[config.mk]
export PLATFORM = sky130hd
export DESIGN_NAME = fetch_prefetch_unit
export DESIGN_NICKNAME = d
export VERILOG_FILES = /design/src/rtl/fetch_pkg.sv /design/src/rtl/fetch_fifo.sv /design/src/rtl/fetch_prefetch_unit.sv
export SDC_FILE = /design/constraint.sdc
export NUM_CORES = 1
export LEC_CHECK = 0
export CORE_MARGIN = 3
export CORE_UTILIZATION = 30
export DETAILED_ROUTE_END_ITERATION = 10
export GPL_TIMING_DRIVEN = 0
export PLACE_DENSITY = 0.43
export RECOVER_POWER = 25
export SLEW_MARGIN = 10
export SYNTH_ARGS = -nofsm -noshare
export SYNTH_HDL_FRONTEND = slang
export SYNTH_HIERARCHICAL = 1
export SYNTH_SLANG_ARGS = --single-unit
[constraint.sdc]
create_clock -name clk -period 8.1 [get_ports clk]
set_input_delay 0.81 -clock clk [delete_from_list [all_inputs] [get_ports clk]]
set_output_delay 0.81 -clock clk [all_outputs]
set_load 0.005 [all_outputs]
[src/rtl/fetch_pkg.sv]
// Shared constants and types for the instruction-fetch stage.
package fetch_pkg;

  localparam logic [31:0] NOP_INSTR  = 32'h0000_0013;
  localparam int          FETCH_XLEN = 32;

  // Default-width view of a prefetched entry; the top re-declares it at its own XLEN.
  typedef struct packed {
    logic [FETCH_XLEN-1:0] pc;
    logic [31:0]           instr;
  } fetch_entry_t;

endpackage

[src/rtl/fetch_fifo.sv]
// Synchronous FIFO with first-word-fall-through output and single-cycle clear.
module fetch_fifo #(
  parameter int WIDTH = 64,
  parameter int DEPTH = 4
) (
  input  logic                   clk,
  input  logic                   reset,
  input  logic                   push,
  input  logic                   pop,
  input  logic                   clear,
  input  logic [WIDTH-1:0]       din,
  output logic [WIDTH-1:0]       dout,
  output logic                   full,
  output logic                   empty,
  output logic [$clog2(DEPTH):0] count
);

  localparam int AW = $clog2(DEPTH);
  localparam int CW = AW + 1;

  logic [WIDTH-1:0] mem [DEPTH];
  logic [AW-1:0]    wptr, rptr;
  logic             do_push, do_pop;

  assign empty   = (count == '0);
  assign full    = (count == CW'(DEPTH));
  assign do_pop  = pop && !empty;
  // A pop frees the slot in the same edge, so push at full is fine alongside it.
  assign do_push = push && (!full || do_pop);
  assign dout    = mem[rptr];

  always_ff @(posedge clk) begin
    if (reset || clear) begin
      wptr  <= '0;
      rptr  <= '0;
      count <= '0;
    end else begin
      if (do_push) wptr <= wptr + 1'b1;
      if (do_pop)  rptr <= rptr + 1'b1;
      count <= count + CW'(do_push) - CW'(do_pop);
    end
  end

  always_ff @(posedge clk) begin
    if (do_push) mem[wptr] <= din;
  end

endmodule

[src/rtl/fetch_prefetch_unit.sv]
// Instruction fetch with valid/ready memory port, pc-tag tracking, prefetch queue
// and redirect-driven discard of stale responses; drives the IF/ID register.
module fetch_prefetch_unit
  import fetch_pkg::*;
#(
  parameter int             XLEN     = 32,
  parameter int             DEPTH    = 4,
  parameter logic [XLEN-1:0] RESET_PC = '0
) (
  input  logic            clk,
  input  logic            reset,
  output logic            imem_req_valid,
  input  logic            imem_req_ready,
  output logic [XLEN-1:0] imem_req_addr,
  input  logic            imem_rsp_valid,
  input  logic [31:0]     imem_rsp_data,
  input  logic            redirect_valid,
  input  logic [XLEN-1:0] redirect_pc,
  input  logic            stall,
  input  logic            flush_IF,
  output logic            valid_IF,
  output logic [31:0]     instrCode_IF,
  output logic [XLEN-1:0] PCOutData_IF,
  output logic [XLEN-1:0] PC_4_AdderResult_IF
);

  localparam int CW = $clog2(DEPTH) + 1;

  typedef struct packed {
    logic [XLEN-1:0] pc;
    logic [31:0]     instr;
  } entry_t;

  logic [XLEN-1:0] pc;
  logic [CW-1:0]   drop_cnt, tag_count, q_count, outstanding;
  logic [CW:0]     credit_sum;
  logic [XLEN-1:0] tag_pc;
  entry_t          q_din, q_dout;
  logic            accept, rsp_keep, rsp_drop, q_pop;
  logic            q_empty, q_full, tag_empty, tag_full;
  logic            unused_flags;

  // Every in-flight request is either tagged (will be kept) or counted for discard.
  assign outstanding    = tag_count + drop_cnt;
  assign credit_sum     = {1'b0, outstanding} + {1'b0, q_count};
  assign imem_req_valid = !reset && !redirect_valid && (credit_sum < (CW+1)'(DEPTH));
  assign imem_req_addr  = pc;
  assign accept         = imem_req_valid && imem_req_ready;

  assign rsp_drop = imem_rsp_valid && (drop_cnt != '0);
  assign rsp_keep = imem_rsp_valid && (drop_cnt == '0) && !redirect_valid && !tag_empty;
  assign q_pop    = !reset && !flush_IF && !redirect_valid && !stall && !q_empty;
  assign q_din    = '{pc: tag_pc, instr: imem_rsp_data};

  // Credit accounting keeps both FIFOs from ever being pushed while full.
  assign unused_flags = q_full ^ tag_full;

  fetch_fifo #(.WIDTH(XLEN), .DEPTH(DEPTH)) u_tag_fifo (
    .clk   (clk),
    .reset (reset),
    .push  (accept),
    .pop   (rsp_keep),
    .clear (redirect_valid),
    .din   (pc),
    .dout  (tag_pc),
    .full  (tag_full),
    .empty (tag_empty),
    .count (tag_count)
  );

  fetch_fifo #(.WIDTH($bits(entry_t)), .DEPTH(DEPTH)) u_prefetch_q (
    .clk   (clk),
    .reset (reset),
    .push  (rsp_keep),
    .pop   (q_pop),
    .clear (redirect_valid),
    .din   (q_din),
    .dout  (q_dout),
    .full  (q_full),
    .empty (q_empty),
    .count (q_count)
  );

  always_ff @(posedge clk) begin
    if (reset)               pc <= RESET_PC;
    else if (redirect_valid) pc <= redirect_pc;
    else if (accept)         pc <= pc + XLEN'(4);
  end

  // A response landing in the redirect cycle retires one in-flight request itself.
  always_ff @(posedge clk) begin
    if (reset)
      drop_cnt <= '0;
    else if (redirect_valid)
      drop_cnt <= (imem_rsp_valid && outstanding != '0) ? outstanding - 1'b1 : outstanding;
    else if (rsp_drop)
      drop_cnt <= drop_cnt - 1'b1;
  end

  always_ff @(posedge clk) begin
    if (reset || flush_IF || redirect_valid) begin
      valid_IF            <= 1'b0;
      instrCode_IF        <= NOP_INSTR;
      PCOutData_IF        <= '0;
      PC_4_AdderResult_IF <= '0;
    end else if (stall) begin
      valid_IF            <= valid_IF;
    end else if (!q_empty) begin
      valid_IF            <= 1'b1;
      instrCode_IF        <= q_dout.instr;
      PCOutData_IF        <= q_dout.pc;
      PC_4_AdderResult_IF <= q_dout.pc + XLEN'(4);
    end else begin
      valid_IF            <= 1'b0;
      instrCode_IF        <= NOP_INSTR;
      PCOutData_IF        <= '0;
      PC_4_AdderResult_IF <= '0;
    end
  end

endmodule

; ---- After elaboration in Yosys (flattened, before gate mapping)
; Memories as Yosys holds them, arrays and structs flattened. A register that Yosys moved wholly into a read port is not among the register bits.
; Cells that the tools add are included.
[op_classes]
n_eq_ne = 2
n_addsub = 14
n_lt_le_gt_ge = 1
mux = 17
n_reduce_logical = 36
[ops]
columns = op, count
row1 = 32-bit 2-to-1 mux, 5
row2 = 32-bit by 3-bit adder with 32-bit output (second input constant), 2
row3 = 1-bit logical AND, 16
row4 = 3-bit logical NOT, 3
row5 = 3-bit 2-to-1 mux, 3
row6 = 2-bit by 1-bit adder with 2-bit output (second input constant), 4
row7 = 1-bit logical NOT, 8
row8 = 2-bit 2-to-1 mux, 4
row9 = 3-bit by 1-bit adder with 3-bit output, 2
row10 = 3-bit equality test (second input constant), 2
row11 = 3-bit nonzero test, 2
row12 = 3-bit by 1-bit subtractor with 3-bit output, 2
row13 = 3-bit by 1-bit subtractor with 3-bit output (second input constant), 2
row14 = 1-bit logical OR, 5
row15 = 1-bit 2-to-1 mux, 5
row16 = 3-bit by 3-bit adder with 4-bit output, 1
row17 = 4-bit by 3-bit < comparator with 1-bit output (second input constant), 1
row18 = 2-bit nonzero test, 2
row19 = 3-bit adder, 1
[word_totals]
reg_bits = 146
wordCells = 84
input_bits = 71
mem_bits_rw = 384
memories = 2
output_inout_bits = 130
[memory_table]
columns = name, words, word_bits, rd, rd_clocked_by_memory_dff, write_ports, line
row1 = u_prefetch_q.mem, 4, 64, 1, 1, 1, fetch_fifo.sv:21  ; logic [WIDTH-1:0] mem [DEPTH];
row2 = u_tag_fifo.mem, 4, 32, 1, 1, 1, fetch_fifo.sv:21

; ---- Longest topological paths before layout
; Gate-level depths: netlist of run 1.
[depth]
word_depth = 10
mapped_depth = 19
ltp_nobuf = 17

; ---- By module
; The synthesis of run 1 kept the hierarchy.
[by_module_without_submodules]
columns = module, n_inst, area_each_um2, cells_per_inst, seq_area_each_um2
row1 = fetch_fifo at u_prefetch_q, 1, 9689.3, 382, 7867.5
row2 = fetch_prefetch_unit, 1, 5667.9, 610, 2602.5
row3 = fetch_fifo at u_tag_fifo, 1, 5077.4, 215, 4023.9

; ---- Worst setup path before layout of run 1
; No wires, ideal clock.
[synth_path]
path_type = in2reg
startpoint = in redirect_valid
endpoint = mem u_prefetch_q.mem[0][0], enable pin
required_time_ps = 7671
setup_ps = 429
path_slack_ps = 3767
t_arrival_ps = 3904
path_buffers = 2
cell_stages = 4
cell_sequence = clkbuf_1 > clkbuf_1 > nor4b_1 > and3_1
[synth_via]
elab_cells_between_ends = 11
classes_between = mux (2) / reduce/logical (9)
[synth_lines]
columns = item, line
row1 = from (decl), fetch_prefetch_unit.sv:17  ; input logic redirect_valid,
row2 = 1-bit logical NOT, fetch_prefetch_unit.sv:51  ; assign rsp_keep = imem_rsp_valid && (drop_cnt == '0) && !redirect_valid && !tag_empty;
row3 = 1-bit logical AND (2 in series), fetch_prefetch_unit.sv:51
row4 = named net rsp_keep, fetch_prefetch_unit.sv:39  ; logic accept, rsp_keep, rsp_drop, q_pop;
row5 = 1-bit logical AND, fetch_fifo.sv:29  ; assign do_push = push && (!full || do_pop);
row6 = 1-bit 2-to-1 mux, fetch_fifo.sv:45  ; if (do_push) mem[wptr] <= din;
row7 = 1-bit 2-to-1 mux (not written as such), fetch_fifo.sv:45
row8 = to (decl), fetch_fifo.sv:21
; The timed path passes the listed nets, and every way through them passes these cells.

; ---- Worst setup path in the final report of run 1
[layout_path]
startpoint = in redirect_valid
endpoint = reg u_prefetch_q.count[2]
[layout_via]
elab_chain_len = 9
elab_cells_between_ends = 12
classes_between = add/sub (2) / reduce/logical (10)
[layout_lines]
columns = item, line
row1 = 1-bit logical NOT *, fetch_prefetch_unit.sv:52  ; assign q_pop = !reset && !flush_IF && !redirect_valid && !stall && !q_empty;
row2 = 1-bit logical AND * (3 in series), fetch_prefetch_unit.sv:52
row3 = named net q_pop, fetch_prefetch_unit.sv:39
row4 = 1-bit logical AND *, fetch_fifo.sv:27  ; assign do_pop = pop && !empty;
row5 = 1-bit logical OR, fetch_fifo.sv:29
row6 = 1-bit logical AND, fetch_fifo.sv:29
row7 = 3-bit by 1-bit adder with 3-bit output, fetch_fifo.sv:40  ; count <= count + CW'(do_push) - CW'(do_pop);
row8 = 3-bit by 1-bit subtractor with 3-bit output *, fetch_fifo.sv:40
row9 = to (signal assigned), fetch_fifo.sv:40
row10 = to (decl), fetch_fifo.sv:15  ; output logic [$clog2(DEPTH):0] count
; Mark *: on every way through the listed nets, which the timed path passes. The rest lies on a longest branch.
; A chain may end at the register's enable or synchronous reset.

==> impl_metrics.py, run 1 <==
metrics = {
    "run_status": {
        "status": "finished clean",
    },
    "clocking": {
        "postCtsSetupRepairBufs": 0,
        "cts_max_level": 2,
        "cts_resized": 0,
        "clock_latency_ns": 0.61,
        "cts.path.max_buffers": 3,
        "cts-root-buf": "clkbuf_16",
        "path_clk_slew_ns": 0.06,
        "numCtsBuffers": 60,
        "tritoncts": "built",
        "cts.sinks": 532,
        "ctsHoldBuffers": 0,
    },
    "drt": {
        "wl_met1_um": 24300,
        "drtIter0Drc": 601,
        "wl_met3_um": 2320,
        "dr.max_layer_used": "met4",
        "remaining_drc_errors": 0,
        "drt_first_pass_iters": 5,
        "drt_wl_total_um": 52800,
        "dr_total_vias": 11600,
        "routedWlPerCell_um": 22.0,
        "drt-vias-per-instance": 4.84,
        "wl_met2_um": 25300,
        "ant_nets": 0,
    },
    "min_path": {
        "holdPathEnd": "PC_4_AdderResult_IF[29]",
        "hold_depth": 2,
        "holdCritStartpoint": "PC_4_AdderResult_IF[29]",
        "hp-class": "reg -> reg",
    },
    "timing": {
        "clock.fmax_ghz": 0.212,
        "post-route-period-util_pct": 58.1,
        "min_period_ns": 4.71,
        "setup_viol": 0,
        "tightestPinTransition_ns": 1.07,
        "maxSlewHeadroom_pct": 28.6,
        "fin_skew_ns": 0.0154,
        "hold_viol": 0,
        "final_max_slew_viol_count": 0,
        "rsz0062_at_grt": "no",
    },
    "critical_path": {
        "critPathMaxFanout": 15,
        "required_ns": 8.55,
        "worst_setup_path_start_kind": "input port",
        "reg2reg_from": "u_tag_fifo/count[0]",
        "critPathArrivalTime_ns": 5.16,
        "end_kind": "register",
        "rrSetupSlack_ns": 3.64,
        "reg2reg_depth": 19,
        "worstReg2RegEnd": "u_tag_fifo/count[2]",
        "critPathKind": "in -> reg",
    },
    "grt": {
        "grt-ovfl-total": 0,
        "grt_pass1_vias": 12200,
        "grt_max_degree": 41,
        "grt_pass1_wl_um": 79300,
        "antenna_found_initial": 2,
        "grt_usage_pct": 14.9,
    },
    "finish": {
        "design_area_um2": 25800,
        "drive_above_1_share_pct": 16.4,
        "final_cells": 2401,
        "mostFrequentLayoutCells": "384 x edfxtp_1, 167 x clkdlybuf4s50_1, 148 x dfxtp_1, 96 x mux4_2, 74 x nand2_1",
        "fin_nets": 1568,
        "final_common_cell": "edfxtp_1",
        "syn_to_final_growth_pct": 26.1,
    },
    "floorplanning": {
        "boundaryPins": 201,
        "die_w_um": 267,
        "die-area_um2": 71200,
        "die_h_um": 267,
        "rows": 95,
        "core_um2": 67300,
        "start_util_pct": 30.4,
    },
    "synth": {
        "syn_inst": 1205,
        "synthesis.area_per_instance_um2": 16.9,
        "ys_warn_count": 6,
        "synth_nets": 1298,
        "syn_area_um2": 20400,
    },
    "power_and_ir_drop": {
        "power_density_nw_per_um2": 229,
        "power.leakage_uw": 0.00837,
        "ir_drop_mv": 0.164,
    },
    "place": {
        "place.gp.congestion": 0.752,
        "post_dp_cell_area_um2": 23700,
        "numPortBuffers": 199,
        "place_hpwl_um": 35900,
        "dp.cells": 2286,
    },
    "flow_run": {
        "maxCapViolCount": 0,
    },
}
-- metrics by stage --
step | utilization [%] | setup TNS [ns] | setup slack, ns | hold slack, ns | power (uW)
final | 38.3 | 0 | 3.39 | 0.460 | 5900
after global routing | 38.3 | 0 | 2.95 | 0.485 | 6130
after CTS | 38.3 | 0 | 3.34 | 0.466 | 6010
after detailed placement | 35.3 | 0 | 2.69 | 0.453 | 3200
after global placement | 34.9 | -0.895 | -0.0296 | 0.442 | 3190
after floorplan | - | 0 | 3.77 | 0.439 | 3090
-- routing by layer --
| metal | vias to the layer above | GRT usage (%) |
|---|---|---|
| met5 | - | 0 |
| met4 | 0 | 3.36 |
| met3 | 70 | 3.06 |
| met2 | 281 | 24.9 |
| met1 | 5920 | 19.9 |
| li1 | 5354 | - |
-- flip-flops by register name, summed over array words and instances (netlist names), named ones only --
| name | count |
|---|---|
| drop_cnt | 3 |
| instrCode_IF | 32 |
| u_prefetch_q/wptr | 2 |
| PCOutData_IF | 32 |
| u_tag_fifo/mem | 128 |
| PC_4_AdderResult_IF | 30 |
| u_prefetch_q/count | 3 |
| u_tag_fifo/rptr | 2 |
| imem_req_addr | 32 |
| u_tag_fifo/count | 3 |
| u_tag_fifo/wptr | 2 |
| u_prefetch_q/rptr | 2 |
| u_prefetch_q/mem | 256 |
| valid_IF | 1 |
-- power breakdown --
part,leakage (uW),total [uW],internal [uW],switching [uW]
Sequential,0.00468,2970,2930,33.7
Clock,0.000988,2770,1670,1100
Combinational,0.00270,171,81.9,88.8
-- worst max-delay path by stage --
stage                                        end  cells after the start      startpoint
after floorplan           u_prefetch_q/mem[0][0]                      4  redirect_valid
after global placement    u_prefetch_q/mem[0][2]                      5  redirect_valid
after detailed placement  u_prefetch_q/mem[0][2]                      9  redirect_valid
after CTS                 u_prefetch_q/mem[0][5]                      9  redirect_valid
after global routing       u_prefetch_q/count[2]                     14  redirect_valid
final                      u_prefetch_q/count[2]                     14  redirect_valid
-- layout make-up --
class | count | area (um2)
Antenna cell | 1 | 2.50
Buffer | 60 | 328
Clock buffer | 71 | 1570
Clock inverter | 43 | 445
Fill cell | 6291 | 41500
Inverter | 24 | 90.1
Multi-Input combinational cell | 589 | 5540
Sequential cell | 532 | 14500
Tap cell | 873 | 1090
Timing Repair Buffer | 208 | 2190
-- critical path, stage by stage --
cell and delay (ns):
clkdlybuf4s50_1 0.98, nor3_1 0.52, nand2_1 0.15, buf_2 0.24, inv_2 0.23, clkbuf_1 0.74, o31ai_1 0.30, nand3_1 0.17
nand2_1 0.06, ha_1 0.18, fa_1 0.38, xnor2_1 0.18, xnor2_1 0.14, nor3_1 0.05
No activity file was read; power rests on OpenSTA's default activity.
==> inputs of run 2 (changes only) <==
- PLACE_DENSITY: 0.43 -> 0.45
- clock period: 8.1 -> 4.2 ns (I/O delays scaled with it)
==> run 2 against run 1 <==
  * Register-to-register slack worse by 3.4 ns
  * Critical path type unchanged
  * Hold slack worse by 0.14 ns
  * Routed wire length down 1.0%
  * Die area unchanged
  * Global-route usage down 0.12 points
  * Non-clock buffer count down 1
  * Critical endpoint is now u_tag_fifo/count[2]
  * Via count up 0.14%
  * Core utilization down 0.25 points
==> impl_metrics.py, run 2 (synthesis results as in run 1) <==
metrics = {
    "grt": {
        "grtUsageMet2_pct": 23.9,
        "grt_pass1_wl_um": 79200,
        "grt-ovfl-total": 0,
        "met1_usage_pct": 20.3,
        "top_usage_layer": "met2",
        "grt_max_degree": 42,
        "antenna_found_initial": 0,
        "grt_usage_pct": 14.7,
        "met3_usage_pct": 2.93,
        "grt_pass1_vias": 12300,
    },
    "critical_path": {
        "end_kind": "register",
        "reg2reg_from": "drop_cnt[0]",
        "cp-startpoint": "redirect_valid",
        "worst_setup_path_start_kind": "input port",
        "reg2reg_depth": 18,
        "critPathArrivalTime_ns": 4.39,
        "required_ns": 4.64,
        "critPathMaxFanout": 15,
        "critPathKind": "in -> reg",
    },
    "timing": {
        "rsz0062_at_grt": "no",
        "fin_skew_ns": 0.0241,
        "final_max_slew_viol_count": 0,
        "tightestPinTransition_ns": 0.939,
        "maxSlewHeadroom_pct": 37.4,
        "fin_ws_ns": 0.258,
        "min_period_ns": 3.94,
        "hold_viol": 0,
        "setup_viol": 0,
        "post-route-period-util_pct": 93.9,
        "clock.fmax_ghz": 0.254,
    },
    "clocking": {
        "cts-root-buf": "clkbuf_16",
        "cts.sinks": 532,
        "cts.path.max_buffers": 3,
        "path_clk_slew_ns": 0.06,
        "ctsHoldBuffers": 0,
        "cts_max_level": 2,
        "tritoncts": "built",
        "clock_latency_ns": 0.61,
        "numCtsBuffers": 59,
    },
    "place": {
        "place.gp.congestion": 0.756,
        "numPortBuffers": 199,
        "post_dp_cell_area_um2": 23700,
        "place_hpwl_um": 35400,
        "pre_cts_ws_ns": -1.28,
    },
    "finish": {
        "mostFrequentLayoutCells": "384 x edfxtp_1, 167 x clkdlybuf4s50_1, 146 x dfxtp_1, 96 x mux4_2, 74 x nand2_1",
        "design_area_um2": 25600,
        "syn_to_final_growth_pct": 25.3,
        "reg.largest.list": "u_prefetch_q/mem x256, u_tag_fifo/mem x128",
        "final_common_cell": "edfxtp_1",
        "drive_above_1_share_pct": 16.1,
        "antenna_cells": 0,
        "fin_nets": 1566,
        "largest_reg_flops": 256,
        "largest-register": "u_prefetch_q/mem",
        "fin_util_pct": 38.0,
    },
    "floorplanning": {
        "die-area_um2": 71200,
        "die_h_um": 267,
        "boundaryPins": 201,
        "die_w_um": 267,
        "core_um2": 67300,
        "start_util_pct": 30.4,
        "rows": 95,
    },
    "drt": {
        "drt-vias-per-instance": 4.86,
        "drtIter0Drc": 730,
        "dr_total_vias": 11600,
        "drt_first_pass_iters": 5,
        "remaining_drc_errors": 0,
        "routedWlPerCell_um": 21.8,
        "drt_wl_total_um": 52200,
        "ant_nets": 0,
    },
    "power_and_ir_drop": {
        "p_sw_uw": 2290,
        "p_comb_share_pct": 3.0,
        "internal-power_uw": 8670,
        "power_density_nw_per_um2": 428,
        "pwr-share-clk_pct": 44.8,
        "power_frac_seq_pct": 52.2,
        "switching_share_pct": 20.9,
        "power.leakage_uw": 0.00828,
        "ir_drop_mv": 0.311,
    },
    "min_path": {
        "hp-class": "in -> reg",
        "holdCritStartpoint": "stall",
        "hold_depth": 3,
    },
    "run_status": {
        "status": "finished clean",
    },
    "flow_run": {
        "maxCapViolCount": 0,
    },
}
[run 2: changes by cell type in the layout (fill, tap and decap cells not counted), moves of 4 or more]
cell and delta:
clkbuf_1 +5, buf_16 -4, buf_12 +4, clkinv_2 -6, bufinv_16 -6
[run 2: power by group through the flow]
stage	Sequential [uW]	Combinational, uW	Clock (uW)
after floorplan	5800	147	0
after global placement	5830	328	0
after detailed placement	5830	335	0
after CTS	5720	338	5100
after global routing	5730	365	5300
final	5720	327	4910
[run 2: critical path: stages]
cell and delay (ns):
clkdlybuf4s50_1 1.03, clkbuf_1 0.46, clkbuf_1 0.64, nor4b_2 0.16, or4b_4 0.57, nand3_1 0.11
nand2_1 0.06, ha_1 0.18, fa_1 0.37, xnor2_1 0.18, xnor2_1 0.13, nor3_1 0.06
[run 2: repair_timing]
action                                 in CTS  in global routing
setup endpoints to repair                 261                  2
resized for setup                           3                  6
buffers inserted                            0                  1
endpoints found under the hold margin       0                  0
pin swaps                                   0                  1
[run 2: area by class of cell]
class,instances,area [um2]
Timing Repair Buffer,209,2170
Buffer,58,327
Sequential cell,532,14500
Fill cell,6296,41700
Tap cell,873,1090
Clock buffer,78,1600
Inverter,24,90.1
Multi-Input combinational cell,589,5560
Clock inverter,32,251
[run 2: final timing paths]
check             slack [ns]                endpoint
hold / removal          0.32  PC_4_AdderResult_IF[6]
setup reg to reg        0.26     u_tag_fifo/count[2]
hold reg to reg         0.45  PC_4_AdderResult_IF[2]
setup / recovery        0.26     u_tag_fifo/count[2]
[run 2: stage by stage]
step	std cells	TNS, ns	hold slack, ns	total power [uW]
finish	2395	0	0.320	11000
CTS	2394	0	0.267	11200
global placement	2277	-1133.39	0.445	6160
global route	2395	0	0.349	11400
floorplan	1205	0	0.439	5950
detailed placement	2286	-292.70	0.448	6170
[run 2: metal layers]
metal	up-vias	share of wire (%)	wire, um
li1	5337	-	-
met1	5959	46	24100
met2	269	47	24600
met3	76	4.9	2570
met4	0	1.8	932
met5	-	0	0
